<file path="src/rtl/rgb_led_pwm.sv">
// rgb_led_pwm: multi-channel RGB LED PWM driver with SOLID, BLINK, BREATHE
// and OFF modes. Settings are double-buffered and swap in only at the PWM
// period boundary so a period is never cut short or stretched.
module rgb_led_pwm #(
  parameter int NCH     = 2,
  parameter int PWM_W   = 8,
  parameter int BLINK_W = 6
) (
  input  logic                   clk,
  input  logic                   rst,
  input  logic                   load,
  input  logic [3*NCH-1:0]       color,
  input  logic [PWM_W*NCH-1:0]   level,
  input  logic [2*NCH-1:0]       mode,
  output logic [3*NCH-1:0]       rgb_led,
  output logic                   period_start
);

  localparam logic [1:0] MODE_SOLID   = 2'b00;
  localparam logic [1:0] MODE_BLINK   = 2'b01;
  localparam logic [1:0] MODE_BREATHE = 2'b10;
  localparam logic [1:0] MODE_OFF     = 2'b11;

  localparam logic [PWM_W-1:0] CNT_MAX = '1;

  logic [PWM_W-1:0]       cnt;
  logic                   wrap;
  logic [BLINK_W-1:0]     blink_cnt;
  logic                   blink_phase;

  logic [3*NCH-1:0]       color_pend, color_act, color_nxt;
  logic [PWM_W*NCH-1:0]   level_pend, level_act, level_nxt;
  logic [2*NCH-1:0]       mode_pend,  mode_act,  mode_nxt;

  logic [PWM_W-1:0]       ramp [NCH];
  logic [NCH-1:0]         ramp_up;
  logic [PWM_W-1:0]       eff_level [NCH];

  // Next breathe ramp value and direction, returned as {up, ramp}.
  // Overshoot after a level decrease clamps to the level and turns down;
  // a zero level parks the ramp at zero heading up.
  function automatic logic [PWM_W:0] ramp_step(input logic [PWM_W-1:0] r,
                                               input logic             up,
                                               input logic [PWM_W-1:0] lvl);
    logic [PWM_W-1:0] nr;
    nr = '0;
    if (lvl == '0)
      return {1'b1, {PWM_W{1'b0}}};
    if (r > lvl)
      return {1'b0, lvl};
    if ((up && (r < lvl)) || (r == '0)) begin
      nr = r + 1'b1;
      return {nr != lvl, nr};
    end
    nr = r - 1'b1;
    return {nr == '0, nr};
  endfunction

  // Level all-ones means permanently on rather than 2^W-1 of 2^W cycles.
  function automatic logic is_lit(input logic [PWM_W-1:0] c,
                                  input logic [PWM_W-1:0] eff);
    return (c < eff) || (eff == CNT_MAX);
  endfunction

  assign wrap = (cnt == CNT_MAX);

  // A load in the wrap cycle itself must reach the next period, so the
  // active registers copy from the value pending will hold after this edge.
  assign color_nxt = load ? color : color_pend;
  assign level_nxt = load ? level : level_pend;
  assign mode_nxt  = load ? mode  : mode_pend;

  // Free-running period counter and global blink phase.
  always_ff @(posedge clk) begin
    if (rst) begin
      cnt         <= '0;
      blink_cnt   <= '0;
      blink_phase <= 1'b0;
    end else begin
      cnt <= cnt + 1'b1;
      if (wrap) begin
        blink_cnt <= blink_cnt + 1'b1;
        if (blink_cnt == '1)
          blink_phase <= ~blink_phase;
      end
    end
  end

  // Pending settings: last load before the wrap wins.
  always_ff @(posedge clk) begin
    if (rst) begin
      color_pend <= '0;
      level_pend <= '0;
      mode_pend  <= {NCH{MODE_OFF}};
    end else if (load) begin
      color_pend <= color;
      level_pend <= level;
      mode_pend  <= mode;
    end
  end

  // Active settings change only at the period boundary.
  always_ff @(posedge clk) begin
    if (rst) begin
      color_act <= '0;
      level_act <= '0;
      mode_act  <= {NCH{MODE_OFF}};
    end else if (wrap) begin
      color_act <= color_nxt;
      level_act <= level_nxt;
      mode_act  <= mode_nxt;
    end
  end

  // Breathe ramps step once per period; entering BREATHE restarts from zero.
  always_ff @(posedge clk) begin
    if (rst) begin
      for (int c = 0; c < NCH; c++)
        ramp[c] <= '0;
      ramp_up <= '1;
    end else if (wrap) begin
      for (int c = 0; c < NCH; c++) begin
        if (mode_nxt[2*c +: 2] == MODE_BREATHE) begin
          if (mode_act[2*c +: 2] != MODE_BREATHE) begin
            ramp[c]    <= '0;
            ramp_up[c] <= 1'b1;
          end else begin
            {ramp_up[c], ramp[c]} <= ramp_step(ramp[c], ramp_up[c],
                                               level_nxt[PWM_W*c +: PWM_W]);
          end
        end
      end
    end
  end

  // Per-channel effective duty level selected by mode.
  always_comb begin
    for (int c = 0; c < NCH; c++) begin
      eff_level[c] = '0;
      case (mode_act[2*c +: 2])
        MODE_SOLID:   eff_level[c] = level_act[PWM_W*c +: PWM_W];
        MODE_BLINK:   eff_level[c] = blink_phase ? level_act[PWM_W*c +: PWM_W] : '0;
        MODE_BREATHE: eff_level[c] = ramp[c];
        default:      eff_level[c] = '0;
      endcase
    end
  end

  // Output stage: one-cycle registered LED drive and period marker.
  always_ff @(posedge clk) begin
    if (rst) begin
      rgb_led      <= '0;
      period_start <= 1'b0;
    end else begin
      period_start <= (cnt == '0);
      for (int c = 0; c < NCH; c++)
        rgb_led[3*c +: 3] <= color_act[3*c +: 3] & {3{is_lit(cnt, eff_level[c])}};
    end
  end

endmodule

</file>
<file path="config.mk">
export PLATFORM = sky130hd
export DESIGN_NAME = rgb_led_pwm
export DESIGN_NICKNAME = d
export VERILOG_FILES = /design/src/rtl/rgb_led_pwm.sv
export SDC_FILE = /design/constraint.sdc
export NUM_CORES = 1
export LEC_CHECK = 0
export ABC_CLOCK_PERIOD_IN_PS = 3300
export BUFFER_PORTS_ARGS = -buffer_cell sky130_fd_sc_hd__buf_2
export CORE_AREA = 2 2 129 106
export DETAILED_ROUTE_END_ITERATION = 8
export DIE_AREA = 0 0 131 108
export GPL_TIMING_DRIVEN = 0
export PLACE_DENSITY_LB_ADDON = 0.3
export SETUP_SLACK_MARGIN = 0.05
export SLEW_MARGIN = 20
export SYNTH_ARGS = -nofsm -noshare
export SYNTH_HDL_FRONTEND = slang
export SYNTH_SLANG_ARGS = --single-unit
</file>
<file path="constraint.sdc">
create_clock -name clk -period 3.3 [get_ports clk]
set_input_delay 0.165 -clock clk [delete_from_list [all_inputs] [get_ports clk]]
set_output_delay 0.165 -clock clk [all_outputs]
set_load 0.03 [all_outputs]
</file>
==> metrics.txt, run 1 <==
worst r2r src=level_pend[15]; Worst Tran Pin Value=0.8318 ns; Top FF cell, synth=dfxtp_1; CP top delay family=compound AO/OA/AOI/OAI gates; Resized Gates After CTS=0; Final Cycle Share=89.92%; register area=1842 um2; path depth of the worst reg2reg path=9; nets@finish=787; antenna violations before repair=0; Buf+Inv Stages, Crit Path=4; DRC viols=0; Startpoint Class=input port; CP Max Fanout=10; 1st-pass router iterations=5; WP data required=3.55 ns; synth cell count leaders=nor2_1 (99), dfxtp_1 (92), mux2i_1 (43); Setup crit end kind=flip-flop; Placed Instance Area=6075 um2; chip width=131 um; die area=14,150 um2; first-pass GRT wire length=25,520 um; Final Max Tran Viols=0; clk_lat worst skew=0.36 ns; Arr. time, crit path=3.22 ns; clk_skew=0.009285 ns; Peak supply drop=0.3469 mV; FF+latch count, synth=92; Avg Cell Area, Syn=8.460 um2; dominant cells by area after synthesis=dfxtp_1 (32%), ha_1 (9.0%), mux2i_1 (7.6%), nor2_1 (6.5%), xnor2_1 (4.6%); DR WL/cell=17.41 um; fin area=6367 um2; Yosys Warn Count=0; number of max-cap violations=0; most common cell in the netlist=nor2_1; num rows=37; Ports=36; core area=12,730 um2; Yosys top cell by area=dfxtp_1; main combinational cell family by area after synthesis=simple AND/OR/NAND/NOR gates; clock sink total=92; Synth Area in Simple Gates=22.10%; multi-input logic area=3608 um2; Hold-fix buffers, CTS=0; Starting Density=44.66%; status=completed; HPWL after DPL=11,840 um; Cell Chain, Critical Path=buf_6 -> buf_4 -> buf_2 -> mux2i_1 -> inv_1 -> ha_1 -> nor2b_1 -> o211ai_1 -> a21oi_1 -> o21ai_2 -> a41oi_1 -> nor3_1 -> a211o_1; first-iteration detailed-routing DRC count=468; Post-Syn Area=5685 um2; Hold WC Path Type=in -> reg; routed vias/inst=5.767; antenna cells=0; post-synthesis sequential area ratio=32.39%; Hold Crit Depth=3; number of synthesized flops with an enable pin=0; post-synthesis compound-gate area fraction=15.34%; Max Fclk=337.0 MHz; final hold viol count=0; pwr dens=382.0 nW/um2; Post-Synthesis Cells=672; root buffer selected by CTS=clkbuf_16; Max transition margin=42.96%; Vias=5,173; TNS Setup=0 ns; final setup violation count=0; crit-path max cell delay=0.48 ns; grt total ovfl=0; Reg clk slew, reported paths=0.07 ns; gp weighted congestion=0.9894; XOR/XNOR Fraction of Synth Area=7.857%; unique cell type count in the Yosys netlist=68; post-synthesis mux area share=9.155%; Final min period=2.967 ns; CTS tree=built; worst r2r dst=ramp[3]; hold path start=color[0]; share of cells above drive strength 1=10.80%; ys async rst share=0%; post-synthesis adder-cell area fraction=9.023%; Post-CTS Setup Inserts=0; gr usage total=23.29%; Routed WL=15,620 um; vias in the first global route=5,015; leak pwr=0.002458 uW; pin count of the biggest net entering global routing=16; Buffers on Ports=34; Crit-path slowest cell=mux2i_1; unrepaired setup endpoints after global routing=no; WHS Endpoint=color_pend[0]; Clock Path Buffers=2; fillcell total=1,207; Die Ht=108 um; CP Class=in -> reg; cts bufs inserted=9; H-tree depth=3; R2R setup slack=0.48 ns; Syn Nets=742; P&R area growth vs syn=11.99%; Synth top area share=32.39%; antenna-violating nets left=0
## power by group
group / switching (uW) / internal, uW / leakage [uW] / total [uW]
combinational: 147 / 92.3 / 0.00157 / 240
clock: 455 / 588 / 0.000139 / 1040
sequential: 16.2 / 1130 / 0.000747 / 1150
total: 619 / 1810 / 0.00246 / 2430
## kinds of logic (layout without fill, tap and decap cells)
family	count (synthesis)	count (layout)
AOI/OAI and AO/OA	128	128
xor gates and xnor gates	51	51
adders and majority gates	41	41
buffers and inverters	54	104
DFF	92	92
muxes	49	49
and+or+nand+nor	257	257
## cells in the final DEF, fill, tap and decap left out, drive strengths merged, types with 10 or more instances in the layout
| cell | Yosys | layout |
|---|---|---|
| buf | 12 | 46 |
| nand4 | 14 | 14 |
| dfxtp | 92 | 92 |
| nor2 | 101 | 101 |
| nor4 | 13 | 13 |
| xnor2 | 30 | 30 |
| nor2b | 12 | 12 |
| nand3 | 18 | 18 |
| nor3 | 17 | 17 |
| xor2 | 21 | 21 |
| a21oi | 32 | 32 |
| inv | 13 | 14 |
| o21ai | 19 | 19 |
| ha | 41 | 41 |
| clkbuf | 29 | 39 |
| a211oi | 26 | 26 |
| nand2 | 41 | 41 |
| mux2i | 47 | 47 |
| nand2b | 10 | 10 |
| o22ai | 10 | 10 |
## worst reg2reg max path, stage by stage (launching register included)
cell and delay [ns]:
dfxtp_1 0.31, mux2i_1 0.50, ha_1 0.37, a21oi_1 0.16
o21a_1 0.25, nand2_1 0.13, nor2_2 0.31, mux2i_1 0.37
xnor2_1 0.17, o22ai_1 0.10
## stage by stage
| stage | std cells | util [%] | setup slack (ns) | hold slack, ns | total power (uW) |
|---|---|---|---|---|---|
| 2_1_floorplan | 672 | - | 0.7437 | 0.3185 | 1327 |
| 6_report | 897 | 50.01 | 0.3327 | 0.09179 | 2432 |
| 3_5_place_dp | 881 | 47.72 | 0.01757 | 0.4476 | 1410 |
| 4_1_cts | 897 | 50.01 | 0.3785 | 0.09187 | 2440 |
| 3_3_place_gp | 881 | 47.72 | 0.07887 | 0.4437 | 1402 |
| 5_1_grt | 897 | 50.01 | 0.1974 | 0.1210 | 2515 |
## layout make-up
cell class / count / share of cell area (%)
Multi-Input combinational cell: 526 / 56.67
Sequential cell: 92 / 28.93
Clock buffer: 10 / 3.596
Tap cell: 175 / 3.439
Buffer: 41 / 2.928
Timing Repair Buffer: 34 / 2.672
Clock inverter: 6 / 1.002
Inverter: 13 / 0.7664
## layer usage
metal	wire length, um	global-route usage, %	vias up
met5	0	0	-
met4	246	6.383	0
met3	1119	5.542	20
met2	6627	34.27	198
met1	7627	33.97	2470
li1	-	-	2485
## worst max path at each step
stage,start,end,slack [ns],cells past startpoint
6_report,load,ramp_up[1],0.33,13
5_1_grt,level_pend[15],ramp[5],0.20,9
4_1_cts,load,ramp_up[1],0.38,13
3_5_place_dp,load,ramp_up[1],0.02,13
3_3_place_gp,load,ramp_up[1],0.08,13
2_1_floorplan,load,ramp_up[1],0.74,13
## sequential cells by signal, indices dropped and copies added (netlist names)
name	count
ramp_up	2
rgb_led	6
color_act	6
level_act	16
blink_phase	1
mode_act	4
ramp	16
cnt	8
blink_cnt	6
mode_pend	4
level_pend	16
color_pend	6
period_start	1
Note: power is estimated with default switching activity, not from simulation.
==> inputs of run 2 (changes only) <==
Settings changed: ABC_CLOCK_PERIOD_IN_PS 3300 to 2600, CAP_MARGIN from default to 20.
Clock period 3.3 ns to 2.6 ns, I/O delays scaled along.
==> run 2 against run 1 <==
  * Core utilization up 2.4 points
  * Sequential share of layout area down 1.3 points
  * Cell area up 4.8%
  * Flip-flop and latch count unchanged
  * Largest cell class unchanged
  * Setup slack worse by 0.21 ns
  * Clock skew about the same
==> metrics.txt, run 2 (synthesis gave the netlist of run 1 again) <==
status=completed; Crit-path slowest cell=mux2_2; final setup violation count=0 (unchanged); Max Fclk=404.4 MHz; P&R area growth vs syn=17.32%; vias in the first global route=5,059 (+0.88%); met3 Usage GRT=5.344% (-0.20 points); antenna violations before repair=0 (unchanged); nets@finish=796 (+1.1%); Setup crit end kind=flip-flop; clk_skew=0.009225 ns (-0.00006082 ns); crit-path max cell delay=0.37 ns (-0.11 ns); 1st-pass router iterations=7 (+2); Ports=36 (unchanged); number of max-cap violations=0 (unchanged); Final Max Tran Viols=0 (unchanged); die area=14,150 um2 (unchanged); chip width=131 um (unchanged); pin count of the biggest net entering global routing=16 (unchanged); Cell Count, Final, Fillers Out=906 (+1.0%); Hold WC Path Type=in -> reg; gp weighted congestion=0.9894 (unchanged); Reg clk slew, reported paths=0.07 ns (about the same); unrepaired setup endpoints after global routing=no; Buf+Inv Stages, Crit Path=1 (-3); Peak supply drop=0.4320 mV (+25%); first-iteration detailed-routing DRC count=391 (-16%); most frequent cells in the layout=nor2_1 (98), dfxtp_1 (90), ha_1 (41); Cell Chain, Critical Path=mux2i_4 -> ha_1 -> a21oi_1 -> a21oi_2 -> buf_4 -> nor2_4 -> mux2_2 -> mux2i_1 -> o21ai_1; WP data required=2.85 ns (-0.70 ns); DRC viols=0 (unchanged); pwr dens=473.0 nW/um2 (+24%); DP Cell Count=881 (unchanged); gr usage total=23.44% (+0.15 points); HPWL after DPL=11,840 um (unchanged); Vias=5,267 (+1.8%); Starting Density=44.66% (unchanged); CP Max Fanout=6 (-4); antenna-violating nets left=0 (unchanged); share of cells above drive strength 1=15.60% (+4.8 points); final hold viol count=0 (unchanged); clk_lat worst skew=0.36 ns (about the same); CTS tree=built; routed vias/inst=5.813 (+0.81%); Top Usage Layer GRT=met2; met2 GRT Util=34.53% (+0.26 points); Buffers on Ports=34 (unchanged); cts bufs inserted=9 (unchanged); core area=12,730 um2 (unchanged); leak pwr=0.002500 uW (+1.7%); Hold-fix buffers, CTS=0 (unchanged); CP top delay family=multiplexers; dpl ws=-0.6474 ns (-0.6650 ns); first-pass GRT wire length=25,720 um (+0.78%); TNS Setup=0 ns (unchanged); Clock Path Buffers=2 (unchanged); Die Ht=108 um (unchanged); Final Cycle Share=95.10%; Arr. time, crit path=2.72 ns (-0.50 ns); overall power=3155 uW (+30%); met1 Use GR=34.29% (+0.32 points); Final min period=2.473 ns; num rows=37 (unchanged); antenna cells=0 (unchanged); H-tree depth=3 (unchanged); setup slack after layout=0.1274 ns (-0.2053 ns); CP Class=reg -> reg; grt total ovfl=0 (unchanged); clock sink total=92 (unchanged); commonest non-fill, non-tap cell in the layout=nor2_1; Worst Tran Pin Value=0.6773 ns (-0.1544 ns); Routed WL=16,090 um (+3.0%); Max transition margin=54.84% (+12 points); Startpoint Class=flip-flop; root buffer selected by CTS=clkbuf_16; biggest regs=level_act: 16 flops, level_pend: 16 flops, ramp: 16 flops; DR WL/cell=17.76 um (+2.0%)
-- run 2: cell type report --
type                            count  area, um2
Fill cell                        1168       6061
Timing Repair Buffer               43      237.7
Inverter                           13      52.55
Multi-Input combinational cell    527       3820
Tap cell                          175      219.0
Clock inverter                      6      63.81
Buffer                             40      203.9
Clock buffer                       10      229.0
Sequential cell                    92       1844
-- run 2: final timing paths --
path | from | to | slack (ns) | cells past startpoint
max reg2reg | level_pend[11] | ramp[7] | 0.13 | 9
max | level_pend[11] | ramp[7] | 0.13 | 9
min | color[0] | color_pend[0] | 0.06 | 3
min reg2reg | color_act[2] | rgb_led[2] | 0.46 | 1
-- run 2: tightest hold or removal path, delay by kind of cell --
| kind | cells | cell delay (ns) |
|---|---|---|
| and+or+nand+nor | 1 | 0.08 |
| muxes | 1 | 0.08 |
| buffers and inverters | 1 | 0.08 |
-- run 2: stage by stage --
| step | hold WS (ns) | area, um2 | utilization, % |
|---|---|---|---|
| 6_report | 0.05638 | 6670 | 52.39 |
| 5_1_grt | 0.08724 | 6670 | 52.39 |
| 4_1_cts | 0.05687 | 6457 | 50.72 |
| 3_5_place_dp | 0.4219 | 6075 | 47.72 |
| 3_3_place_gp | 0.4096 | 6075 | 47.72 |
| 2_1_floorplan | 0.2835 | 5685 | - |
-- run 2: power by group --
| group | internal, uW | total [uW] | switching (uW) | leakage, uW |
|---|---|---|---|---|
| Clock | 746 | 1340 | 589 | 0.000139 |
| Sequential | 1440 | 1460 | 26.2 | 0.000748 |
| Combinational | 150 | 355 | 205 | 0.00161 |
| Total | 2330 | 3160 | 821 | 0.00250 |
-- run 2: repair_timing --
action	in CTS	in global routing
setup endpoints to repair	21	21
setup buffers	0	9
cloned	0	1
resized for setup	19	30
pin swaps	0	3
-- run 2: per-layer routing --
layer	part of all wire [%]	routed length (um)
met3	6.6	1059
met2	43	6989
met5	0	0
met1	49	7806
met4	1.5	235
==> inputs of run 3 (changes only) <==
Settings changed: CORE_AREA 2 2 129 106 to 2 2 117 96, DIE_AREA 0 0 131 108 to 0 0 119 98, RECOVER_POWER from default to 50.
==> run 3 against run 2 <==
  * Register-to-register slack about the same
  * Count of clock-buffer cells in the layout is 3 higher
  * Non-clock buffer count did not move
  * Core utilization grew 9.7 points
  * Critical path type unchanged
  * Sequential power about the same
  * Die area down 18%
  * Clock power up 8%
  * Clock skew up 0.0029 ns
  * Critical endpoint unchanged
  * Sequential share of layout area increased by 0.39 points
  * Cell area fell by 1.4%
  * Critical path depth unchanged
==> metrics.txt, run 3 (synthesis gave the netlist of run 1 again) <==
status=completed; unrepaired setup endpoints after global routing=yes; DR WL/cell=17.75 um (about the same); Max Fclk=402.9 MHz (-0.38%); Max transition margin=56.59% (+1.7 points); gr usage total=27.67% (+4.2 points); P&R area growth vs syn=15.62%; Hold WC Path Type=in -> reg; fillcell total=910 (-22%); CTS tree=built; Placed Instance Area=6036 um2 (-0.64%); number of max-cap violations=0 (unchanged); dpl ws=-0.4923 ns (+0.1551 ns); register area=1843 um2 (about the same); Peak supply drop=0.2993 mV (-31%); final hold viol count=0 (unchanged); combinational share of power=10.4% (-0.8 points); Arr. time, crit path=2.71 ns (about the same); Ports=36 (unchanged); Reg clk slew, reported paths=0.06 ns (about the same); Net Sw Power=771.1 uW (-6.1%); first-pass GRT wire length=25,790 um (+0.27%); Hold-fix buffers, CTS=0 (unchanged); Starting Density=53.67% (+9.0 points); HPWL after DPL=11,420 um (-3.5%); R2R setup slack=0.12 ns (about the same); Final Cycle Share=95.47% (+0.37 points); Routed WL=15,510 um (-3.6%); Die Ht=98 um (-9.3%); fin area=6574 um2 (-1.4%); 1st-pass router iterations=4 (-3); pwr dens=494.1 nW/um2 (+4.5%); cts bufs inserted=9 (unchanged); die area=11,660 um2 (-18%); leak pwr=0.002488 uW (-0.47%); routed vias/inst=6.042 (+3.9%); Final min period=2.482 ns (+0.009540 ns); most frequent cells in the layout=nor2_1 (98), dfxtp_1 (91), ha_1 (41); H-tree depth=3 (unchanged); share of total power in the clock network=44.6% (+2.3 points); antenna violations before repair=0 (unchanged); first-iteration detailed-routing DRC count=553 (+41%); final setup violation count=0 (unchanged); clock sink total=92 (unchanged); grt total ovfl=0 (unchanged); Seq pwr share=45.0% (-1.4 points); gp weighted congestion=1.005 (+1.5%); DRC viols=0 (unchanged); overall power=3248 uW (+2.9%); Setup crit end kind=flip-flop; Worst Tran Pin Value=0.6512 ns (-0.02611 ns); TNS Setup=0 ns (unchanged); pin count of the biggest net entering global routing=15 (-1); share of cells above drive strength 1=13.29% (-2.3 points); WP data required=2.83 ns (-0.02 ns); core area=10,590 um2 (-17%); setup slack after layout=0.1178 ns (-0.009540 ns); switching part of the total power=23.74% (-2.3 points); root buffer selected by CTS=clkbuf_16; CP Class=reg -> reg; num rows=34 (-8.1%); antenna cells=0 (unchanged); Vias=5,281 (+0.27%); commonest non-fill, non-tap cell in the layout=nor2_1; Clock Path Buffers=2 (unchanged); chip width=119 um (-9.2%); nets@finish=795 (-0.13%); biggest regs=level_act: 16 flops, level_pend: 16 flops, ramp: 16 flops; Final Max Tran Viols=0 (unchanged); vias in the first global route=5,111 (+1.0%); multi-input logic area=3732 um2 (-2.3%); antenna-violating nets left=0 (unchanged); Buffers on Ports=34 (unchanged); Startpoint Class=flip-flop; clk_skew=0.01213 ns (+0.002905 ns); clk_lat worst skew=0.35 ns (about the same); CP Max Fanout=6 (unchanged); internal power=2477 uW (+6.1%)
run 3: changes by cell type in the layout (fill, tap and decap cells not counted), moves of 3 or more:
cell / previous run / this run
clkbuf_4: 0 / 3
mux2i_1: 30 / 33
clkbuf_1: 27 / 36
buf_2: 40 / 31
mux2i_4: 13 / 8
run 3: area by class of cell:
cell class,count,area share [%]
Clock buffer,13,3.959
Sequential cell,92,28.04
Buffer,40,3.179
Multi-Input combinational cell,526,56.78
Clock inverter,3,1.047
Tap cell,144,2.741
Inverter,13,0.7994
Timing Repair Buffer,43,3.464
run 3: stage by stage:
step                      util [%]  cells  hold slack, ns
after floorplan                  -    672          0.2835
after global placement       56.98    850          0.4096
after detailed placement     56.98    850          0.4142
after CTS                    60.94    865         0.05737
after global routing         62.06    874         0.08899
final                        62.06    874         0.05349
run 3: critical path, stage by stage, from the launching register on:
cell	delay [ns]
dfxtp_1	0.33
mux2i_4	0.29
ha_1	0.31
a21oi_1	0.16
o21a_2	0.24
nand2_1	0.14
nor2_4	0.22
mux2_2	0.36
mux2i_1	0.19
o21ai_1	0.10
run 3: worst paths after layout:
| path | from | depth (start not counted) | endpoint |
|---|---|---|---|
| worst min-delay path | color[0] | 3 | color_pend[0] |
| worst min register to register | color_act[5] | 1 | rgb_led[5] |
| worst max register to register | level_pend[15] | 9 | ramp[7] |
| worst max-delay path | level_pend[15] | 9 | ramp[7] |
run 3: power groups by stage:
stage / logic, uW / clock network (uW) / registers [uW]
detailed placement: 297 / 0 / 1490
finish: 338 / 1450 / 1460
global placement: 287 / 0 / 1490
floorplan: 197 / 0 / 1490
CTS: 317 / 1470 / 1460
global route: 367 / 1520 / 1460
run 3: timing repair:
item / in CTS / in global routing
resized for setup: 20 / 23
endpoints found under the hold margin: 0 / 0
buffers inserted: 0 / 9
endpoints found under the setup margin: 21 / 21
pin swaps: 0 / 4
run 3: per-layer routing:
layer	track usage, %	part of all wire (%)
met3	6.308	9.2
met4	8.974	1.6
met2	41.69	43
met5	0	0
met1	39.28	46
